==> src/rtl/aeolus_control_unit_pkg.sv <==
// Shared encodings for the Aeolus 4-bit CPU: opcodes, sequencer states,
// ALU operation select and accumulator source select.
package aeolus_control_unit_pkg;

    typedef enum logic [1:0] {
        ST_FETCH   = 2'd0,
        ST_DECODE  = 2'd1,
        ST_EXECUTE = 2'd2,
        ST_HALT    = 2'd3
    } state_e;

    localparam logic [3:0] OP_NOP  = 4'h0;
    localparam logic [3:0] OP_LDI  = 4'h1;
    localparam logic [3:0] OP_ADD  = 4'h2;
    localparam logic [3:0] OP_SUB  = 4'h3;
    localparam logic [3:0] OP_AND  = 4'h4;
    localparam logic [3:0] OP_OR   = 4'h5;
    localparam logic [3:0] OP_XOR  = 4'h6;
    localparam logic [3:0] OP_IN   = 4'h7;
    localparam logic [3:0] OP_OUT  = 4'h8;
    localparam logic [3:0] OP_JMP  = 4'h9;
    localparam logic [3:0] OP_JZ   = 4'hA;
    localparam logic [3:0] OP_JC   = 4'hB;
    localparam logic [3:0] OP_LDR  = 4'hC;
    localparam logic [3:0] OP_STR  = 4'hD;
    localparam logic [3:0] OP_WAIT = 4'hE;
    localparam logic [3:0] OP_HLT  = 4'hF;

    localparam logic [2:0] ALU_PASS = 3'd0;
    localparam logic [2:0] ALU_ADD  = 3'd1;
    localparam logic [2:0] ALU_SUB  = 3'd2;
    localparam logic [2:0] ALU_AND  = 3'd3;
    localparam logic [2:0] ALU_OR   = 3'd4;
    localparam logic [2:0] ALU_XOR  = 3'd5;

    localparam logic [1:0] ACC_SEL_ALU = 2'd0;
    localparam logic [1:0] ACC_SEL_IMM = 2'd1;
    localparam logic [1:0] ACC_SEL_SW  = 2'd2;
    localparam logic [1:0] ACC_SEL_REG = 2'd3;

    // Maps an ALU-class opcode to its ALU operation; anything else passes.
    function automatic logic [2:0] alu_op_of(input logic [3:0] op);
        logic [2:0] r;
        r = ALU_PASS;
        case (op)
            OP_ADD:  r = ALU_ADD;
            OP_SUB:  r = ALU_SUB;
            OP_AND:  r = ALU_AND;
            OP_OR:   r = ALU_OR;
            OP_XOR:  r = ALU_XOR;
            default: r = ALU_PASS;
        endcase
        return r;
    endfunction

endpackage

==> src/rtl/aeolus_control_unit_if.sv <==
// Bus between the Aeolus sequencer and its surroundings (ROM, datapath,
// switch synchronizer).
//
// Switch handshake: the synchronizer raises in_valid_i and holds it until it
// sees in_ack_o high on a rising edge. in_ack_o is a one-cycle pulse issued
// only while an IN/WAIT instruction is executing; in_valid_i is ignored at
// every other time, and a nibble is consumed exactly when both are high.
interface aeolus_control_unit_if #(
    parameter int PC_W = 4
);
    logic [7:0]      instr_i;
    logic            zero_i;
    logic            carry_i;
    logic            in_valid_i;
    logic            in_ack_o;
    logic [PC_W-1:0] pc_o;
    logic [3:0]      imm_o;
    logic [2:0]      alu_op_o;
    logic [1:0]      acc_sel_o;
    logic            acc_we_o;
    logic            flag_we_o;
    logic            reg_we_o;
    logic            out_we_o;
    logic            halted_o;
    logic [1:0]      state_o;

    // Sequencer side.
    modport master (
        input  instr_i, zero_i, carry_i, in_valid_i,
        output in_ack_o, pc_o, imm_o, alu_op_o, acc_sel_o, acc_we_o,
               flag_we_o, reg_we_o, out_we_o, halted_o, state_o
    );

    // ROM / datapath / synchronizer side.
    modport slave (
        output instr_i, zero_i, carry_i, in_valid_i,
        input  in_ack_o, pc_o, imm_o, alu_op_o, acc_sel_o, acc_we_o,
               flag_we_o, reg_we_o, out_we_o, halted_o, state_o
    );

endinterface

==> src/rtl/aeolus_pc.sv <==
// Program counter: load has priority over increment, increment wraps
// naturally at 2^PC_W.
module aeolus_pc #(
    parameter int PC_W = 4
) (
    input  logic            clk,
    input  logic            rst_n,
    input  logic            load_en,
    input  logic [PC_W-1:0] load_val,
    input  logic            inc_en,
    output logic [PC_W-1:0] pc_o
);
    logic [PC_W-1:0] pc_q;
    logic [PC_W-1:0] pc_d;

    // Next PC: jump target, sequential successor, or hold.
    always_comb begin
        pc_d = pc_q;
        if (load_en) begin
            pc_d = load_val;
        end else if (inc_en) begin
            pc_d = pc_q + {{(PC_W-1){1'b0}}, 1'b1};
        end
    end

    // PC register, cleared by the asynchronous reset.
    always_ff @(posedge clk or negedge rst_n) begin
        if (!rst_n) begin
            pc_q <= '0;
        end else begin
            pc_q <= pc_d;
        end
    end

    assign pc_o = pc_q;

endmodule

==> src/rtl/aeolus_control_unit.sv <==
// Aeolus multi-cycle sequencer: FETCH -> DECODE -> EXECUTE per instruction,
// with IN/WAIT stalling in EXECUTE until a switch nibble is offered and HLT
// parking in HALT until reset. Strobes are pure decode of state + IR.
module aeolus_control_unit
    import aeolus_control_unit_pkg::*;
#(
    parameter int PC_W = 4
) (
    input  logic                   boardCLK,
    input  logic                   reset,
    aeolus_control_unit_if.master  bus
);
    state_e          state_q, state_d;
    logic [7:0]      ir_q, ir_d;
    logic [3:0]      opcode;
    logic [PC_W-1:0] pc;
    logic [PC_W-1:0] jump_target;
    logic            pc_load;
    logic            pc_inc;

    logic            in_ack;
    logic [2:0]      alu_op;
    logic [1:0]      acc_sel;
    logic            acc_we;
    logic            flag_we;
    logic            reg_we;
    logic            out_we;

    assign opcode      = ir_q[7:4];
    assign jump_target = PC_W'(ir_q[3:0]);

    aeolus_pc #(.PC_W(PC_W)) u_pc (
        .clk      (boardCLK),
        .rst_n    (reset),
        .load_en  (pc_load),
        .load_val (jump_target),
        .inc_en   (pc_inc),
        .pc_o     (pc)
    );

    // Next-state, IR capture, PC control and per-opcode strobe decode.
    always_comb begin
        state_d = state_q;
        ir_d    = ir_q;
        pc_load = 1'b0;
        pc_inc  = 1'b0;
        in_ack  = 1'b0;
        alu_op  = ALU_PASS;
        acc_sel = ACC_SEL_ALU;
        acc_we  = 1'b0;
        flag_we = 1'b0;
        reg_we  = 1'b0;
        out_we  = 1'b0;
        unique case (state_q)
            ST_FETCH: begin
                // ROM is reading pc; its data arrives during DECODE.
                state_d = ST_DECODE;
            end
            ST_DECODE: begin
                ir_d    = bus.instr_i;
                state_d = ST_EXECUTE;
            end
            ST_EXECUTE: begin
                state_d = ST_FETCH;
                pc_inc  = 1'b1;
                case (opcode)
                    OP_NOP: ;
                    OP_LDI: begin
                        acc_sel = ACC_SEL_IMM;
                        acc_we  = 1'b1;
                    end
                    OP_ADD, OP_SUB, OP_AND, OP_OR, OP_XOR: begin
                        alu_op  = alu_op_of(opcode);
                        acc_sel = ACC_SEL_ALU;
                        acc_we  = 1'b1;
                        flag_we = 1'b1;
                    end
                    OP_IN, OP_WAIT: begin
                        if (bus.in_valid_i) begin
                            in_ack  = 1'b1;
                            acc_sel = ACC_SEL_SW;
                            acc_we  = 1'b1;
                        end else begin
                            // Stall: hold state and PC, all strobes low.
                            state_d = ST_EXECUTE;
                            pc_inc  = 1'b0;
                        end
                    end
                    OP_OUT: out_we = 1'b1;
                    OP_JMP: pc_load = 1'b1;
                    OP_JZ:  pc_load = bus.zero_i;
                    OP_JC:  pc_load = bus.carry_i;
                    OP_LDR: begin
                        acc_sel = ACC_SEL_REG;
                        acc_we  = 1'b1;
                    end
                    OP_STR: reg_we = 1'b1;
                    OP_HLT: begin
                        state_d = ST_HALT;
                        pc_inc  = 1'b0;
                    end
                endcase
            end
            ST_HALT: begin
                state_d = ST_HALT;
            end
        endcase
    end

    // State and instruction register, asynchronously cleared.
    always_ff @(posedge boardCLK or negedge reset) begin
        if (!reset) begin
            state_q <= ST_FETCH;
            ir_q    <= 8'h00;
        end else begin
            state_q <= state_d;
            ir_q    <= ir_d;
        end
    end

    assign bus.in_ack_o  = in_ack;
    assign bus.pc_o      = pc;
    assign bus.imm_o     = ir_q[3:0];
    assign bus.alu_op_o  = alu_op;
    assign bus.acc_sel_o = acc_sel;
    assign bus.acc_we_o  = acc_we;
    assign bus.flag_we_o = flag_we;
    assign bus.reg_we_o  = reg_we;
    assign bus.out_we_o  = out_we;
    assign bus.halted_o  = (state_q == ST_HALT);
    assign bus.state_o   = state_q;

endmodule

==> src/flat_wrapper.sv <==
// flat-port wrapper written by rule: the top's interface ports become plain ports
module aeolus_control_unit_flat import aeolus_control_unit_pkg::*;
#(
    parameter int PC_W = 4
)
  (boardCLK, reset, bus_instr_i, bus_zero_i, bus_carry_i, bus_in_valid_i, bus_in_ack_o, bus_pc_o, bus_imm_o, bus_alu_op_o, bus_acc_sel_o, bus_acc_we_o, bus_flag_we_o, bus_reg_we_o, bus_out_we_o, bus_halted_o, bus_state_o);
  aeolus_control_unit_if #(.PC_W(PC_W)) bus_i ();
  input  logic boardCLK;
  input  logic reset;
  input wire logic [$bits(bus_i.instr_i)-1:0] bus_instr_i;
  input wire logic [$bits(bus_i.zero_i)-1:0] bus_zero_i;
  input wire logic [$bits(bus_i.carry_i)-1:0] bus_carry_i;
  input wire logic [$bits(bus_i.in_valid_i)-1:0] bus_in_valid_i;
  output wire logic [$bits(bus_i.in_ack_o)-1:0] bus_in_ack_o;
  output wire logic [$bits(bus_i.pc_o)-1:0] bus_pc_o;
  output wire logic [$bits(bus_i.imm_o)-1:0] bus_imm_o;
  output wire logic [$bits(bus_i.alu_op_o)-1:0] bus_alu_op_o;
  output wire logic [$bits(bus_i.acc_sel_o)-1:0] bus_acc_sel_o;
  output wire logic [$bits(bus_i.acc_we_o)-1:0] bus_acc_we_o;
  output wire logic [$bits(bus_i.flag_we_o)-1:0] bus_flag_we_o;
  output wire logic [$bits(bus_i.reg_we_o)-1:0] bus_reg_we_o;
  output wire logic [$bits(bus_i.out_we_o)-1:0] bus_out_we_o;
  output wire logic [$bits(bus_i.halted_o)-1:0] bus_halted_o;
  output wire logic [$bits(bus_i.state_o)-1:0] bus_state_o;
  assign bus_i.instr_i = bus_instr_i;
  assign bus_i.zero_i = bus_zero_i;
  assign bus_i.carry_i = bus_carry_i;
  assign bus_i.in_valid_i = bus_in_valid_i;
  assign bus_in_ack_o = bus_i.in_ack_o;
  assign bus_pc_o = bus_i.pc_o;
  assign bus_imm_o = bus_i.imm_o;
  assign bus_alu_op_o = bus_i.alu_op_o;
  assign bus_acc_sel_o = bus_i.acc_sel_o;
  assign bus_acc_we_o = bus_i.acc_we_o;
  assign bus_flag_we_o = bus_i.flag_we_o;
  assign bus_reg_we_o = bus_i.reg_we_o;
  assign bus_out_we_o = bus_i.out_we_o;
  assign bus_halted_o = bus_i.halted_o;
  assign bus_state_o = bus_i.state_o;
  aeolus_control_unit #(.PC_W(PC_W)) u_core (.boardCLK(boardCLK), .reset(reset), .bus(bus_i));
endmodule
==> config.mk <==
export PLATFORM = sky130hd
export DESIGN_NAME = aeolus_control_unit_flat
export DESIGN_NICKNAME = d
export VERILOG_FILES = /design/src/rtl/aeolus_control_unit_pkg.sv /design/src/rtl/aeolus_control_unit_if.sv /design/src/rtl/aeolus_pc.sv /design/src/rtl/aeolus_control_unit.sv /design/src/flat_wrapper.sv
export SDC_FILE = /design/constraint.sdc
export NUM_CORES = 1
export LEC_CHECK = 0
export BUFFER_PORTS_ARGS = -buffer_cell sky130_fd_sc_hd__buf_2
export CAP_MARGIN = 20
export CORE_MARGIN = 2
export CORE_UTILIZATION = 49
export CTS_CLUSTER_SIZE = 14
export DETAILED_ROUTE_END_ITERATION = 6
export PLACE_DENSITY = 0.86
export SLEW_MARGIN = 10
export SYNTH_ARGS = -nofsm -noshare
export SYNTH_HDL_FRONTEND = slang
export SYNTH_SLANG_ARGS = --single-unit
==> constraint.sdc <==
create_clock -name boardCLK -period 3.34 [get_ports boardCLK]
set_input_delay 0.167 -clock boardCLK [delete_from_list [all_inputs] [get_ports boardCLK]]
set_output_delay 0.167 -clock boardCLK [all_outputs]
set_load 0.02 [all_outputs]
==> metrics.cfg, run 1 <==
[clock_tree]
clock-root-buffer = clkbuf_4
cts.repair.resized = 0
clk_latency_ps = 280
cts_made_buffers = 3
cts_tree = yes
clk_path_buf_depth = 2
numClockSinks = 14
cts.clk_slew.worst_paths_ps = 90
h-tree-depth = 1

[global_route]
grt-ovfl-total = 0
grt_pass1_wl_mm = 3.19
antenna_found_initial = 0
grt_max_degree = 17
grt_use_total = 0.211
grt_pass1_vias = 728

[placed_design]
port-buffer-count = 33
dp_hpwl_mm = 1.47
placed_cell_area_sq_mm = 0.00105
gp_congestion = 0.746

[yosys]
synth_top_area_share = 0.383
post-synth-top-count-cell = dfrtp_1
synth_edf_count = 0
synthFlopType = dfrtp_1
synthTopCellsByArea = dfrtp_1, mux2_2, nand2b_1
synth.largest_area_cell = dfrtp_1
synthCells = 95
synth_commonest_cells = dfrtp_1, mux2_2, nor2_1
synth-seq-area-share = 0.383
syn-mean-instance-area_sq_um = 9.63
syn-num-nets = 109
synthArstFlopShare = 1.00
synth-seq-cells = 14
ys_warn_count = 0
syn_area_sq_um = 915
yosysUniqueCellTypes = 33

[power_and_ir_drop]
p_leak_nw = 0.511
power_frac_clock = 0.083
ir_drop_mv = 0.538
p_per_area_mw_per_mm2 = 1060
switching_share = 0.481
power_frac_seq = 0.355
internal_power_mw = 0.595
netSwitchingPower_mw = 0.552
p_comb_frac = 0.561

[sta]
setup_tns_ps = 0
max_slew_margin = 0.462
finalSetupViolations = 0
fmax_mhz = 526
rsz0062_at_grt = no
tightestPinTransition_ps = 806
post-route-min-period_ps = 1900
finClkSkew_ps = 10.4
holdWs_ps = 112
finalHoldViolCount = 0
final_max_slew_viol_count = 0
finalCritPeriodShare = 0.569

[floorplanning]
initial_core_util = 0.524
die_area_sq_mm = 0.00223
core_sq_mm = 0.00175
rows = 15
die_w_microns = 47.2
die_y_microns = 47.2
num_io_pins = 34

[setup_path]
crit_fanout = 16
slowest_stage = dfrtp_1
cp.arrival_ps = 2060
path_cells = nand2_1 > o2111a_1 > mux2_4 > mux2_2
start_kind = register
end_kind = register
slowest_delay_ps = 630
critPathRequiredTime_ps = 3500
criticalPathCategory = reg2reg

[cells_and_area]
area_growth_pct = 18.1
ff_latch_area_sq_um = 350
fillers = 145
fin_area_sq_mm = 0.00108
num-nets-final = 137
multiInputGateArea_sq_um = 493
finish.utilization = 0.619
diodes = 0
drive_gt1_frac = 0.388

[routing]
drc = 0
via_per_inst = 5.64
routed-via-count = 823
avgRoutedWirePerCell_microns = 13.6
detail_route.first_pass.iterations = 4
final_antenna_net_count = 0
wl_mm = 1.99
drt_iter0_drc = 19

[job]
cap_violations = 0

[run_status]
run_status = complete, no violations

[hold_path]
hold_class = in2reg

[final timing paths]
kind | slack, ps | end | cells past startpoint | from
max | 1440 | u_core.u_pc.pc_o[1]$_DFFE_PN0P_ | 4 | u_core.ir_q[4]$_DFFE_PN0N_
min | 110 | u_core.ir_q[5]$_DFFE_PN0N_ | 2 | bus_instr_i[5]
max reg2reg | 1440 | u_core.u_pc.pc_o[1]$_DFFE_PN0P_ | 4 | u_core.ir_q[4]$_DFFE_PN0N_
min reg2reg | 540 | u_core.ir_q[0]$_DFFE_PN0N_ | 1 | u_core.ir_q[0]$_DFFE_PN0N_
max in group asynchronous | 2790 | u_core.ir_q[3]$_DFFE_PN0N_ | 2 | reset
min in group asynchronous | 300 | u_core.bus.state_o[0]$_DFF_PN0_ | 2 | reset
[layout make-up]
type	count	share of cell area
multi-input combinational	68	0.457
sequential	14	0.324
timing repair buffer	34	0.162
tap	25	0.0290
clock buffer	3	0.0209
inverter	2	0.00695
[per-layer routing]
metal / up-vias / wire length [microns] / track usage
met5: - / 0 / 0
met4: 0 / 27 / 0.0833
met3: 5 / 137 / 0.0462
met2: 31 / 1050 / 0.362
met1: 381 / 777 / 0.258
li1: 406 / - / -
[power by group through the flow]
| stage | clock network, mW | registers (mW) | logic, mW |
|---|---|---|---|
| final | 0.0957 | 0.408 | 0.644 |
| after detailed placement | 0 | 0.407 | 0.644 |
| after CTS | 0.0970 | 0.403 | 0.649 |
| after floorplan | 0 | 0.378 | 0.536 |
| after global placement | 0 | 0.397 | 0.624 |
| after global routing | 0.105 | 0.432 | 0.703 |
[what timing repair did]
item,in CTS,in global routing
setup buffers,0,0
hold buffers,1,0
endpoints found under the hold margin,14,0
[critical path, delay by kind of cell (launching register included)]
family,cells,cell delay (ps)
flops,1,630
mux,2,600
compound gates,1,390
simple gates,1,160
[registers in the layout (all words and copies together) (netlist names)]
name and flops:
u_core.bus.state_o 2, u_core.ir_q 8, u_core.u_pc.pc_o 4
[stage by stage]
step           std cells  power, mW  setup slack (ps)
2_1_floorplan         95      0.915              1580
3_3_place_gp         142       1.02              1550
3_5_place_dp         142       1.05              1470
4_1_cts              146       1.15              1450
5_1_grt              146       1.24              1330
6_report             146       1.15              1440
[kinds of logic (layout without fill, tap and decap cells)]
logic type,after synthesis,in the layout,synth area share
flip-flops,14,14,0.383
multiplexers,12,12,0.149
buffers and inverters,13,39,0.0780
XOR/XNOR,2,2,0.0192
AND/OR/NAND/NOR,32,32,0.190
AO/OA/AOI/OAI,21,21,0.167
adder cells (fa/ha/maj),1,1,0.0137
[layout by cell type, fill, tap and decap left out, drive strengths merged, types with 3 or more instances in the layout]
cell    instances
nor2            8
a21oi           4
dfrtp          14
buf            33
clkbuf          3
nand2           3
o21ai           4
nor2b           4
nand2b          5
and3            3
mux2           10
Note: power is estimated with default switching activity, not from simulation.
==> inputs of run 2 (changes only) <==
Settings changed: CORE_UTILIZATION 49 to 43, PLACE_DENSITY 0.86 to 0.8.
Clock period 3.34 ns to 1.5 ns, I/O delays scaled along.
==> run 2 against run 1 <==
Compared with the run above: the flow now finishes with violations (negative setup slack); critical path type unchanged; largest power group unchanged; sequential share of layout area shrank 8.8 points; clock skew shrank 5.9 ps; wire length grew 50%; clock power grew to 2.9 times the previous value; sequential power grew 89%.
==> metrics.cfg, run 2 (synthesis gave the netlist of run 1 again) <==
[sta]
max_slew_margin = 0.748
rsz0062_at_grt = yes
fmax_mhz = 609
finalCritPeriodShare = 1.10
setup_tns_ps = -890
tightestPinTransition_ps = 377
finalSetupViolations = 12
post-route-min-period_ps = 1640
final_max_slew_viol_count = 0
setup_slack_ps = -143
finClkSkew_ps = 4.47
finalHoldViolCount = 0

[floorplanning]
die_w_microns = 50.1
initial_core_util = 0.461
core_sq_mm = 0.00198
die_area_sq_mm = 0.00251
die_y_microns = 50.1
rows = 16
num_io_pins = 34

[power_and_ir_drop]
power_mw = 3.78
netSwitchingPower_mw = 1.70
internal_power_mw = 2.07
power_frac_clock = 0.073
switching_share = 0.451
p_leak_nw = 0.703
ir_drop_mv = 1.67
p_per_area_mw_per_mm2 = 2520
p_comb_frac = 0.723
power_frac_seq = 0.204

[cells_and_area]
fin_area_sq_mm = 0.00150
final_common_cell = buf_4
num-nets-final = 168
final_cell_mix = buf_4, buf_2, dfrtp_1, mux2_2, buf_6
drive_gt1_frac = 0.660
regMostFlops = u_core.ir_q
largest_register_ffs = 8
area_growth_pct = 63.7
diodes = 0

[hold_path]
hold_class = in2reg

[global_route]
antenna_found_initial = 0
grt_max_degree = 15
grt_pass1_vias = 886
grt-ovfl-total = 0
grt_use_total = 0.208
grt_pass1_wl_mm = 3.93

[setup_path]
cp_top_family = multiplexers
end_kind = register
start_kind = register
cp.arrival_ps = 1810
crit_fanout = 7
critPathRequiredTime_ps = 1670
criticalPathCategory = reg2reg
slowest_delay_ps = 390
path_cells = buf_4 > a21o_1 > o2111a_2 > mux2_4 > mux2_2
path_buf_inv = 1
slowest_stage = dfrtp_1

[routing]
avgRoutedWirePerCell_microns = 16.6
final_antenna_net_count = 0
drc = 0
drt_iter0_drc = 9
wl_mm = 2.99
routed-via-count = 999
via_per_inst = 5.55
detail_route.first_pass.iterations = 4

[run_status]
run_status = finished, violations left
violations = negative setup slack

[clock_tree]
cts_tree = yes
numClockSinks = 14
cts.clk_slew.worst_paths_ps = 90
clk_path_buf_depth = 2
clock-root-buffer = clkbuf_4
cts_made_buffers = 3
h-tree-depth = 1
clk_latency_ps = 280

[job]
cap_violations = 0

[placed_design]
port-buffer-count = 33
gp_congestion = 0.793
dp_hpwl_mm = 1.80
placed_cell_area_sq_mm = 0.00122

[run 2: layout make-up]
class | count | area (sq um)
Inverter | 2 | 7.51
Multi-Input combinational cell | 68 | 603
Tap cell | 27 | 33.8
Clock buffer | 4 | 36.3
Fill cell | 118 | 484
Sequential cell | 14 | 354
Timing Repair Buffer | 65 | 463
[run 2: worst paths after layout]
| path | start | to | slack [ps] | cells after the start |
|---|---|---|---|---|
| min in group asynchronous | reset | u_core.bus.state_o[1]$_DFF_PN0_ | 210 | 2 |
| hold / removal | bus_instr_i[4] | u_core.ir_q[4]$_DFFE_PN0N_ | 20 | 2 |
| max in group asynchronous | reset | u_core.bus.state_o[0]$_DFF_PN0_ | 1030 | 2 |
| setup / recovery | u_core.ir_q[5]$_DFFE_PN0N_ | u_core.u_pc.pc_o[1]$_DFFE_PN0P_ | -140 | 5 |
| setup reg to reg | u_core.ir_q[5]$_DFFE_PN0N_ | u_core.u_pc.pc_o[1]$_DFFE_PN0P_ | -140 | 5 |
| hold reg to reg | u_core.u_pc.pc_o[3]$_DFFE_PN0P_ | u_core.u_pc.pc_o[3]$_DFFE_PN0P_ | 560 | 1 |
[run 2: per-layer routing]
metal  vias up  GRT usage  wire length [microns]
li1        457          -                      -
met1       488      0.247                   1200
met2        46      0.368                   1590
met3         8     0.0333                    141
met4         0     0.0833                     56
met5         -          0                      0
[run 2: power groups by stage]
stage	Sequential (mW)	Combinational [mW]	Clock (mW)
global placement	0.732	1.96	0
CTS	0.746	2.30	0.283
detailed placement	0.753	2.02	0
finish	0.770	2.73	0.275
floorplan	0.848	1.24	0
global route	0.788	2.88	0.302
[run 2: per-stage QoR]
step / hold slack, ps / worst slack [ps] / util / instances
final: 20.6 / -143 / 0.756 / 180
after detailed placement: -17.8 / -97.9 / 0.616 / 163
after CTS: 13.5 / -75.3 / 0.691 / 173
after global routing: 10.2 / -181 / 0.756 / 180
after global placement: -22.3 / -64.4 / 0.616 / 163
after floorplan: -221 / -168 / - / 95
[run 2: what timing repair did]
item                                    CTS  global route
endpoints found under the hold margin    14             0
pin swaps                                 5             1
setup buffers                             5             7
gates resized for setup                  20            22
endpoints found under the setup margin   12            14
hold buffers                              1             0
==> inputs of run 3 (changes only) <==
Settings changed: CAP_MARGIN 20 to not set, CORE_UTILIZATION 43 to 37, PLACE_DENSITY 0.8 to 0.71, SKIP_LAST_GASP set to 1.
==> run 3 against run 2 <==
Compared with the run above: the flow still finishes with violations (negative setup slack); largest power group unchanged; clock-buffer cell count is the same; total power rose by 4.5%; critical path type is now reg2out; clock power is 7% higher; largest cell class unchanged; register-to-register slack improved by 20 ps; critical path depth unchanged; core utilization shrank 10 points; design area rose by 5.5%; clock skew rose by 8.6 ps; wire length increased by 7.9%.
==> metrics.cfg, run 3 (synthesis gave the netlist of run 1 again) <==
[run_status]
run_status = finished, violations left
violations = negative setup slack

[sta]
final_max_slew_viol_count = 0
finalSetupViolations = 13
rsz0062_at_grt = yes
setup_tns_ps = -1480
setup_slack_ps = -177
finClkSkew_ps = 13.1
post-route-min-period_ps = 1680
finalHoldViolCount = 0
max_slew_margin = 0.780
fmax_mhz = 596
finalCritPeriodShare = 1.12
tightestPinTransition_ps = 329

[power_and_ir_drop]
p_per_area_mw_per_mm2 = 2500
p_comb_frac = 0.726
power_frac_seq = 0.200
switching_share = 0.452
power_mw = 3.95
power_frac_clock = 0.074
ir_drop_mv = 1.40
internal_power_mw = 2.16
netSwitchingPower_mw = 1.78
p_leak_nw = 0.748

[setup_path]
path_depth = 5
crit_fanout = 5
path_cells = buf_6 > nand2b_4 > buf_6 > nor4b_4 > buf_4
end_kind = output pin
cp.arrival_ps = 1600
cp_top_family = buffers and inverters
slowest_delay_ps = 420
reg2reg_depth = 4
criticalPathCategory = reg2out
cp_common_cell = buf_6
path_buf_inv = 3
start_kind = register
critPathRequiredTime_ps = 1420
slowest_stage = dfrtp_2

[cells_and_area]
drive_gt1_frac = 0.679
final_cell_mix = buf_2, buf_4, buf_6, dfrtp_1, mux2_2
num-nets-final = 174
final_cell_count_no_fill = 189
regMostFlops = u_core.ir_q
fin_area_sq_mm = 0.00158
largest_register_ffs = 8
area_growth_pct = 72.8
diodes = 0

[floorplanning]
rows = 18
num_io_pins = 34
die_area_sq_mm = 0.00289
die_y_microns = 53.7
die_w_microns = 53.7
initial_core_util = 0.380
core_sq_mm = 0.00241

[routing]
final_antenna_net_count = 0
routed-via-count = 1049
detail_route.first_pass.iterations = 4
avgRoutedWirePerCell_microns = 17.1
wl_mm = 3.22
drt_iter0_drc = 25
via_per_inst = 5.55
drc = 0

[clock_tree]
numClockSinks = 14
cts_tree = yes
cts.clk_slew.worst_paths_ps = 80
cts_made_buffers = 3
clk_latency_ps = 310
clk_path_buf_depth = 2
clock-root-buffer = clkbuf_4
h-tree-depth = 1

[placed_design]
port-buffer-count = 33
dp_hpwl_mm = 1.74
gp_congestion = 0.789
placed_cell_area_sq_mm = 0.00123
dp_cells = 167

[global_route]
grt-ovfl-total = 0
antenna_found_initial = 0
grt_pass1_vias = 906
grt_pass1_wl_mm = 4.32
grt_use_total = 0.211
grt_max_degree = 15

[job]
cap_violations = 0

[hold_path]
whs_path_depth = 2
hold_class = in2reg

[run 3: changes by cell type in the layout (fill, tap and decap cells not counted), sizes merged]
cell         delta
buf             +5
dlygate4sd3     +1
[run 3: per-stage QoR]
stage | hold slack (ps) | setup slack [ps] | utilization
2_1_floorplan | -221 | -168 | -
3_3_place_gp | -17.3 | -67.5 | 0.511
3_5_place_dp | -18.0 | -118 | 0.511
4_1_cts | 7.89 | -132 | 0.607
5_1_grt | -4.39 | -221 | 0.656
6_report | 3.99 | -177 | 0.656
[run 3: timing repair]
item	in CTS	in global routing
resized for setup	30	17
pin swaps	6	11
buffers inserted	10	6
setup endpoints to repair	13	14
hold buffers	2	0
cloned	0	0
endpoints found under the hold margin	15	0
[run 3: layout make-up]
type | instances | area [sq um]
tap | 30 | 37.5
multi-input combinational | 68 | 628
clock buffer | 4 | 36.3
fill | 167 | 830
sequential | 14 | 354
inverter | 2 | 7.51
timing repair buffer | 71 | 517
[run 3: path summary, 6_finish.rpt]
path                                                  from                              end  slack [ps]
min in group asynchronous                            reset  u_core.u_pc.pc_o[0]$_DFFE_PN0P_         170
min reg2reg                     u_core.ir_q[3]$_DFFE_PN0N_       u_core.ir_q[3]$_DFFE_PN0N_         560
min                                         bus_instr_i[4]       u_core.ir_q[4]$_DFFE_PN0N_           4
max reg2reg                u_core.bus.state_o[0]$_DFF_PN0_  u_core.u_pc.pc_o[1]$_DFFE_PN0P_        -120
max                        u_core.bus.state_o[0]$_DFF_PN0_                     bus_reg_we_o        -180
max in group asynchronous                            reset       u_core.ir_q[4]$_DFFE_PN0N_        1060
[run 3: power groups by stage]
stage | logic [mW] | clock network (mW) | registers (mW)
floorplan | 1.24 | 0 | 0.848
global placement | 1.98 | 0 | 0.738
detailed placement | 2.03 | 0 | 0.752
CTS | 2.47 | 0.286 | 0.761
global route | 3.02 | 0.319 | 0.807
finish | 2.86 | 0.293 | 0.789
[run 3: routing by layer]
layer | routed length, microns | track usage | part of all wire | vias to the layer above
met5 | 0 | 0 | 0 | -
met2 | 1690 | 0.360 | 0.52 | 31
li1 | - | - | - | 479
met3 | 152 | 0.0472 | 0.047 | 10
met4 | 97 | 0.0684 | 0.030 | 0
met1 | 1280 | 0.262 | 0.40 | 529
